`src/rtl/i2c_target_pkg.sv`:
```
// Shared types and constants for the I2C target register file.
package i2c_target_pkg;

    typedef enum logic [2:0] {
        IDLE,
        ADDR,
        ADDR_ACK,
        WR_PTR,
        WR_DATA,
        RD_DATA,
        IGNORE
    } state_t;

    localparam logic ACK  = 1'b0;
    localparam logic NACK = 1'b1;

    localparam int BITS_PER_BYTE = 8;

endpackage

```
`src/rtl/i2c_pin_sync.sv`:
```
// Two-flop synchronizer for an asynchronous bus pin, plus edge detection
// on the synchronized level. Resets to the idle-high bus level.
module i2c_pin_sync (
    input  logic clk,
    input  logic rst,
    input  logic pin,
    output logic level,
    output logic rise,
    output logic fall
);

    logic meta_p0;
    logic sync_p1;
    logic last_p2;

    always_ff @(posedge clk) begin
        if (rst) begin
            meta_p0 <= 1'b1;
            sync_p1 <= 1'b1;
            last_p2 <= 1'b1;
        end else begin
            meta_p0 <= pin;
            // stage p0 -> p1: second synchronizer flop
            sync_p1 <= meta_p0;
            // stage p1 -> p2: previous value for edge detection
            last_p2 <= sync_p1;
        end
    end

    assign level = sync_p1;
    assign rise  = sync_p1 & ~last_p2;
    assign fall  = ~sync_p1 & last_p2;

endmodule

```
`src/rtl/i2c_target_regfile.sv`:
```
// I2C target with a byte-addressable register file and an auto-incrementing
// pointer. Acknowledges only SLAVE_ADDR; START/STOP always resynchronize it.
module i2c_target_regfile
    import i2c_target_pkg::*;
#(
    parameter logic [6:0] SLAVE_ADDR = 7'h44,
    parameter int         NUM_REGS   = 16
) (
    input  logic clk,
    input  logic rst,
    input  logic scl,
    input  logic sda_i,
    output logic sda_o
);

    localparam int PTR_W = $clog2(NUM_REGS);
    localparam int CNT_W = 4;
    localparam logic [CNT_W-1:0] CNT_LAST = CNT_W'(BITS_PER_BYTE - 1);
    localparam logic [CNT_W-1:0] CNT_ACK  = CNT_W'(BITS_PER_BYTE);
    localparam logic [CNT_W-1:0] CNT_END  = CNT_W'(BITS_PER_BYTE + 1);
    localparam logic SDA_REL = 1'b1;

    logic scl_lvl, scl_rise, scl_fall;
    logic sda_lvl, sda_rise, sda_fall;

    i2c_pin_sync u_scl_sync (
        .clk   (clk),
        .rst   (rst),
        .pin   (scl),
        .level (scl_lvl),
        .rise  (scl_rise),
        .fall  (scl_fall)
    );

    i2c_pin_sync u_sda_sync (
        .clk   (clk),
        .rst   (rst),
        .pin   (sda_i),
        .level (sda_lvl),
        .rise  (sda_rise),
        .fall  (sda_fall)
    );

    logic start_evt, stop_evt;
    assign start_evt = sda_fall & scl_lvl;
    assign stop_evt  = sda_rise & scl_lvl;

    state_t                         state_q, state_d;
    logic [CNT_W-1:0]               bit_cnt_q, bit_cnt_d;
    logic [BITS_PER_BYTE-1:0]       shift_q, shift_d;
    logic [PTR_W-1:0]               ptr_q, ptr_d;
    logic                           sda_o_q, sda_o_d;
    logic                           wr_en;
    logic [BITS_PER_BYTE-1:0]       regs [NUM_REGS];

    logic [BITS_PER_BYTE-1:0]       shift_in;
    logic [BITS_PER_BYTE-1:0]       rd_byte;
    logic [2:0]                     rd_idx;

    assign shift_in = {shift_q[BITS_PER_BYTE-2:0], sda_lvl};
    assign rd_byte  = regs[ptr_q];
    // read data stays parallel in shift_q; the bit counter picks the bit
    assign rd_idx   = 3'(BITS_PER_BYTE - 1) - bit_cnt_q[2:0];

    always_comb begin
        state_d   = state_q;
        bit_cnt_d = bit_cnt_q;
        shift_d   = shift_q;
        ptr_d     = ptr_q;
        sda_o_d   = sda_o_q;
        wr_en     = 1'b0;

        if (start_evt) begin
            state_d   = ADDR;
            bit_cnt_d = '0;
            shift_d   = '0;
            sda_o_d   = SDA_REL;
        end else if (stop_evt) begin
            state_d   = IDLE;
            bit_cnt_d = '0;
            sda_o_d   = SDA_REL;
        end else if (scl_rise) begin
            case (state_q)
                ADDR, WR_PTR, WR_DATA: begin
                    if (bit_cnt_q < CNT_ACK) begin
                        shift_d   = shift_in;
                        bit_cnt_d = bit_cnt_q + CNT_W'(1);
                    end else begin
                        bit_cnt_d = CNT_END;
                    end
                    if (bit_cnt_q == CNT_LAST) begin
                        if (state_q == ADDR) begin
                            state_d = (shift_in[BITS_PER_BYTE-1:1] == SLAVE_ADDR) ? ADDR_ACK : IGNORE;
                        end else if (state_q == WR_PTR) begin
                            ptr_d = shift_in[PTR_W-1:0];
                        end else begin
                            wr_en = 1'b1;
                            ptr_d = ptr_q + PTR_W'(1);
                        end
                    end
                end
                ADDR_ACK: bit_cnt_d = CNT_END;
                RD_DATA: begin
                    if (bit_cnt_q < CNT_ACK) begin
                        bit_cnt_d = bit_cnt_q + CNT_W'(1);
                    end else if (sda_lvl == ACK) begin
                        bit_cnt_d = CNT_END;
                        ptr_d     = ptr_q + PTR_W'(1);
                    end else begin
                        state_d   = IGNORE;
                        bit_cnt_d = '0;
                    end
                end
                default: ;
            endcase
        end else if (scl_fall) begin
            case (state_q)
                ADDR_ACK, WR_PTR, WR_DATA: begin
                    if (bit_cnt_q == CNT_ACK) begin
                        sda_o_d = ACK;
                    end else if (bit_cnt_q == CNT_END) begin
                        sda_o_d   = SDA_REL;
                        bit_cnt_d = '0;
                        if (state_q == ADDR_ACK) begin
                            if (shift_q[0]) begin
                                state_d = RD_DATA;
                                shift_d = rd_byte;
                                sda_o_d = rd_byte[BITS_PER_BYTE-1];
                            end else begin
                                state_d = WR_PTR;
                            end
                        end else if (state_q == WR_PTR) begin
                            state_d = WR_DATA;
                        end
                    end
                end
                RD_DATA: begin
                    if (bit_cnt_q == CNT_END) begin
                        shift_d   = rd_byte;
                        sda_o_d   = rd_byte[BITS_PER_BYTE-1];
                        bit_cnt_d = '0;
                    end else if (bit_cnt_q == CNT_ACK) begin
                        sda_o_d = SDA_REL;
                    end else if (bit_cnt_q != '0) begin
                        sda_o_d = shift_q[rd_idx];
                    end
                end
                default: ;
            endcase
        end
    end

    always_ff @(posedge clk) begin
        if (rst) begin
            state_q   <= IDLE;
            bit_cnt_q <= '0;
            shift_q   <= '0;
            ptr_q     <= '0;
            sda_o_q   <= SDA_REL;
            for (int i = 0; i < NUM_REGS; i++) begin
                regs[i] <= '0;
            end
        end else begin
            state_q   <= state_d;
            bit_cnt_q <= bit_cnt_d;
            shift_q   <= shift_d;
            ptr_q     <= ptr_d;
            sda_o_q   <= sda_o_d;
            if (wr_en) begin
                regs[ptr_q] <= shift_in;
            end
        end
    end

    assign sda_o = sda_o_q;

endmodule

```
`config.mk`:
```
export PLATFORM = sky130hd
export DESIGN_NAME = i2c_target_regfile
export DESIGN_NICKNAME = d
export VERILOG_FILES = /design/src/rtl/i2c_target_pkg.sv /design/src/rtl/i2c_pin_sync.sv /design/src/rtl/i2c_target_regfile.sv
export SDC_FILE = /design/constraint.sdc
export NUM_CORES = 1
export LEC_CHECK = 0
export CAP_MARGIN = 5
export CORE_ASPECT_RATIO = 2
export CORE_UTILIZATION = 35
export DETAILED_ROUTE_END_ITERATION = 10
export DONT_BUFFER_PORTS = 1
export PLACE_DENSITY_LB_ADDON = 0.12
export SLEW_MARGIN = 20
export SYNTH_ARGS = -nofsm -noshare
export SYNTH_HDL_FRONTEND = slang
export SYNTH_HIERARCHICAL = 1
export SYNTH_SLANG_ARGS = --single-unit
```
`constraint.sdc`:
```
create_clock -name clk -period 3.2 [get_ports clk]
set_clock_uncertainty 0.15 [all_clocks]
set_input_delay 0.16 -clock clk [delete_from_list [all_inputs] [get_ports clk]]
set_output_delay 0.16 -clock clk [all_outputs]
set_load 0.01 [all_outputs]
```
## Word-level counts from Yosys, hierarchy flattened

Memory sizes are Yosys's and may differ from the RTL's. A register that Yosys moved wholly into a read port is not among the register bits.
Cells that the tools add are included.

| word-level totals | value |
|---|---|
| register bits | 26 |
| bits in writable memories | 128 |
| input bits | 4 |
| output and inout port bits | 1 |
| word-level logic and storage cells | 159 |
| memories kept | 1 |

Memories:

| name | words | bits a word | rd ports | clocked after Yosys merged registers in | wr ports | line | text |
|---|---|---|---|---|---|---|---|
| regs | 16 | 8 | 1 | 1 | 16 | i2c_target_regfile.sv:54 | `logic [BITS_PER_BYTE-1:0] regs [NUM_REGS];` |

| cells by class | value |
|---|---|
| add/subtract/negate cells | 3 |
| magnitude comparators | 2 |
| equality and inequality tests | 35 |
| muxes and demuxes | 68 |
| bitwise operators | 13 |
| reduce and logical (&&, ||, !) cells | 24 |

Operator list:

| operator | number |
|---|---|
| two-way mux 8 bit | 10 |
| two-way mux 4 bit | 15 |
| two-way mux 3 bit | 13 |
| AND reduction 10 bit | 3 |
| != test 3 bit (second input constant) | 9 |
| two-way mux 1 bit | 23 |
| one-hot mux 4 bit (2 select lines) | 2 |
| one-hot mux 8 bit (2 select lines) | 1 |
| nonzero test 4 bit | 4 |
| != test 5 bit (second input constant) | 3 |
| one-hot mux 4 bit (3 select lines) | 1 |
| != test 2 bit (second input constant) | 5 |
| nonzero test 2 bit | 5 |
| AND reduction 9 bit | 1 |
| OR reduction 3 bit | 3 |
| adder 4 x 1 -> 4 bit (second input constant) | 2 |
| equality test 4 bit (second input constant) | 2 |
| != test 4 bit (second input constant) | 2 |
| AND reduction 8 bit | 1 |
| OR reduction 8 bit | 1 |
| equality test 7 bit (second input constant) | 1 |
| inverter 1 bit | 7 |
| AND 1 bit | 6 |
| equality test 3 x 2 -> 1 bit (second input constant) | 2 |
| 20 further kinds | 23 |

## Depth between registers and ports, before layout

| logic depth | value |
|---|---|
| depth in word-level cells | 13 |
| mapped depth | 9 |
| depth with buffers taken out | 7 |

## Hierarchy

The synthesis kept the hierarchy.

Modules (own cells, without submodules):

| module | times used | cells each | area an instance (sq um) | sequential area each (sq um) |
|---|---|---|---|---|
| i2c_target_regfile | 1 | 594 | 7751.2 | 4324.1 |
| i2c_pin_sync | 2 | 8 | 92.6 | 60.1 |

## Least setup slack after synthesis

OpenSTA, ideal clock, no wires.

| timing path | value |
|---|---|
| path kind | register to register |
| start | register u_scl_sync.sync_p1, in the netlist u_scl_sync/level |
| end | memory regs[11][0], enable pin |
| setup time | 384 ps |
| arrival time | 2290 ps |
| data required time | 2666 ps |
| setup slack | 376 ps |
| stages on the path, launching flop included | 7 |
| path buffers | 3 |
| clock period less this slack | 2824 ps |
| cell sequence | dfxtp_1 > nor2b_1 > clkbuf_8 > clkbuf_1 > nand4_1 > clkbuf_1 > o21ai_0 |

RTL lines:

| element | line | text |
|---|---|---|
| start, declared | i2c_pin_sync.sv:13 | `logic sync_p1;` |
| start signal, assigned | i2c_pin_sync.sv:24 | `sync_p1 <= meta_p0;` |
| end, declared | i2c_target_regfile.sv:54 |  |

## Final worst setup path

| timing path | value |
|---|---|
| start | register u_scl_sync.sync_p1, in the netlist u_scl_sync/level |
| end | register shift_q[7] |

| between the ends | value |
|---|---|
| elaborated cells between the ends (all ways) | 18 |
| those cells by class | eq/ne: 7; mux: 1; bitwise: 6; reduce/logical: 4 |

RTL lines:

| element | line | text |
|---|---|---|
| AND 1 bit * | i2c_pin_sync.sv:31 | `assign rise = sync_p1 & ~last_p2;` |
| named net scl_rise | i2c_target_regfile.sv:23 | `logic scl_lvl, scl_rise, scl_fall;` |
| != test 3 bit (no line), or another cell as far along | n/a |  |
| AND reduction 10 bit (no line) | n/a |  |
| end signal, assigned | i2c_target_regfile.sv:166 | `shift_q <= shift_d;` |
| end, declared | i2c_target_regfile.sv:50 | `logic [BITS_PER_BYTE-1:0] shift_q, shift_d;` |

Mark *: on every way through the listed nets, which the timed path passes. The rest lies on a longest branch.
A chain may end at the register's enable or synchronous reset.

==> flow_summary.json <==
{
  "synth_cell_types": 68,
  "critPathBufInv": 0,
  "drv_slew": 0,
  "critical_path_required_ns": 3.35,
  "synth_edf_count": 128,
  "tritoncts": "yes",
  "p_int_w": 0.003578,
  "drt_iter0_markers": 342,
  "async_flop_share_pct": 0,
  "post_cts_buffers": 0,
  "vdd_drop_max_mv": 0.3495,
  "crit_path_cell_trace": "nor2b_2, nor2b_1, a31oi_1, a221oi_2, and2_4, a211oi_2",
  "drive_gt1_share_pct": 21.89,
  "cts_root_buffer": "clkbuf_16",
  "cap_violations": 0,
  "p_sw_w": 0.0009700,
  "post-route-period-util_pct": 87.31,
  "cts_sinks": 158,
  "grt_usage_pct": 19.36,
  "worstHoldPathCells": 4,
  "die-area_sq_um": 23320,
  "reg2reg_slack_ns": 0.41,
  "netlist_instances": 610,
  "grt_pass1_vias": 5224,
  "gp_congestion": 0.8278,
  "clock_path_buffers": 2,
  "cts-resized-gates": 0,
  "period_minus_slack_ns": 2.794,
  "instances_no_fill": 913,
  "clkTransAtPathRegs_ns": 0.06,
  "crit_arrival_ns": 2.95,
  "grt_antenna_before_repair": 1,
  "switching_share_pct": 21.33,
  "seq_power_share_pct": 51.6,
  "grt_max_degree": 22,
  "syn_to_final_growth_pct": 12.69,
  "critPathMaxStageDelay_ns": 0.62,
  "drcViolationCount": 0,
  "grt_pass1_wl_mm": 31.96,
  "finalInstanceArea_sq_um": 8944,
  "yosysSeqAreaShare_pct": 56.00,
  "max_slew_margin_pct": 40.29,
  "hold_class": "in -> reg",
  "synth_flop_cell": "edfxtp_1",
  "syn-cell-area_sq_um": 7936,
  "io_buffers": 0,
  "setup_ws_ns": 0.4061,
  "yosys_warnings": 6,
  "ant_nets": 0,
  "endpoint_kind": "flop",
  "vias": 5010,
  "setup_violations": 0,
  "pre_cts_slack_ns": 0.3954,
  "critPathKind": "reg -> reg",
  "ctsHoldBuffers": 3,
  "finalHoldViolations": 0,
  "wire_per_inst_microns": 22.97,
  "finalSetupTns_ns": 0,
  "power.density_nw_per_um2": 508.5,
  "power_frac_clock_pct": 44.4,
  "placementRows": 77,
  "die_x_microns": 108.5,
  "die_h_microns": 215.0,
  "slowest_stage": "nor2b_2",
  "combPwrFrac_pct": 3.9,
  "n_fill_cell": 2091,
  "critPathLaunchType": "flop",
  "worst_pin_slew_ns": 0.8944,
  "vias_per_cell": 5.487,
  "ios": 5,
  "leakage_nw": 2.915,
  "numCtsBuffers": 17,
  "start_util_pct": 35.82,
  "fmax_mhz": 357.9,
  "dp_cells": 876,
  "run_status": "completed",
  "htreeDepth": 4,
  "path_delay_family": "simple AND/OR/NAND/NOR gates",
  "synth-seq-cells": 158,
  "multi_input_area_sq_um": 3173,
  "coreArea_sq_um": 22160,
  "dr.pass1.iters": 4,
  "synth_nets": 621,
  "overflow": 0,
  "routed_wirelength_mm": 20.97,
  "syn_avg_cell_area_sq_um": 13.01,
  "cp_max_fo": 15,
  "rr_worst_depth": 6,
  "worst-path-stages": 6,
  "rsz0062_at_grt": "false",
  "ff_latch_area_sq_um": 4446,
  "placedInstanceArea_sq_um": 8322,
  "insertion_delay_ns": 0.43,
  "nNetsFinal": 633,
  "hpwl_mm": 15.09
}
layout by cell type (no fill, tap or decap), types with 6 or more instances in the layout:
master and n:
edfxtp_1 128, and2_1 98, buf_4 39, mux4_2 32, dfxtp_1 29, nor3_1 26
nor2_1 23, o21ai_0 22, nand2_1 18, a21oi_1 18, clkbuf_16 17, inv_1 11
mux2i_1 11, a31oi_1 10, nor2b_1 9, nor4_1 8, nand4_1 7, a211oi_2 7
ha_1 7, mux2_2 6, a211oi_1 6, or2_1 6
final cells by class:
cell class / instances / area share (%)
Sequential cell: 158 / 49.71
Multi-Input combinational cell: 390 / 35.48
Timing Repair Buffer: 43 / 3.833
Antenna cell: 2 / 0.05596
Clock inverter: 10 / 1.259
Clock buffer: 22 / 5.302
Inverter: 12 / 0.5036
Tap cell: 276 / 3.861
cells by family after synthesis:
kind of cell,Yosys count,share of synthesized area (%)
compound gates,98,9.381
xor+xnor,2,0.3154
fa+ha+maj,7,1.104
buf+inv,62,4.052
flops,158,56.00
mux,51,11.98
simple gates,232,17.17
worst min-delay path: stages:
cell      delay (ns)
inv_1           0.03
buf_4           0.19
o311ai_0        0.12
o31ai_1         0.09
cell usage after synthesis (3+ instances only):
library cell  instances  area (sq um)
nor2b_1              10         62.56
nand4_1               7         43.79
nor2_1               23         86.33
dfxtp_1              30         600.6
buf_2                 9         45.04
nand3_1               5         25.02
nand2b_1              4         25.02
a211oi_2              7         87.58
a211oi_1              6         45.04
nor3b_1               3         22.52
o21ai_0              22         110.1
a31oi_1              10         62.56
mux2i_1              11         110.1
mux2_2                6         67.56
or2_2                 4         25.02
nor3_1               26         130.1
mux4_2               32         720.7
a21o_1                3         22.52
edfxtp_1            128          3844
ha_1                  7         87.58
clkbuf_1             29         108.9
a22oi_1               3         22.52
nor3_2                5         50.05
a21oi_1              18         90.09
buf_6                 5         56.30
nand3b_1              3         22.52
buf_4                 4         30.03
nor4_1                8         50.05
or2_1                 6         37.54
and2_1               98         613.1
nand2_1              18         67.56
o31ai_1               3         22.52
inv_1                11         41.29
routing by layer:
metal  up-vias  share of wire [%]  track usage, %
met2       105                 56           35.32
met5         -                  0               0
met1      2538                 36           19.76
li1       2318                  -               -
met3        49                2.8           3.700
met4         0                4.9           11.53
flip-flops by register name, summed over array words and instances (netlist names), 3 cells and up, named ones only:
register	cells
regs	128
shift_q	8
bit_cnt_q	4
ptr_q	4
state_q	3
stage by stage:
stage	hold WS (ns)	util (%)	total power, W
2_1_floorplan	0.1071	-	0.002482
3_3_place_gp	0.09035	37.56	0.002564
3_5_place_dp	0.09034	37.56	0.002567
5_1_grt	0.08296	40.36	0.004675
6_report	0.06448	40.36	0.004548
4_1_cts	0.04380	40.34	0.004587
power groups by stage:
stage          registers (W)  logic (W)  clock network, W
3_3_place_gp         0.00239   0.000172                 0
6_report             0.00235   0.000179           0.00202
4_1_cts              0.00235   0.000182           0.00206
2_1_floorplan        0.00236   0.000121                 0
3_5_place_dp         0.00239   0.000175                 0
5_1_grt              0.00236   0.000191           0.00213
worst paths after layout:
path | endpoint | start
worst max-delay path | shift_q[7] | u_scl_sync/level
worst max register to register | shift_q[7] | u_scl_sync/level
worst min register to register | u_scl_sync/level | u_scl_sync/meta_p0
worst min-delay path | ptr_q[2] | rst
Note: power is estimated with default switching activity, not from simulation.
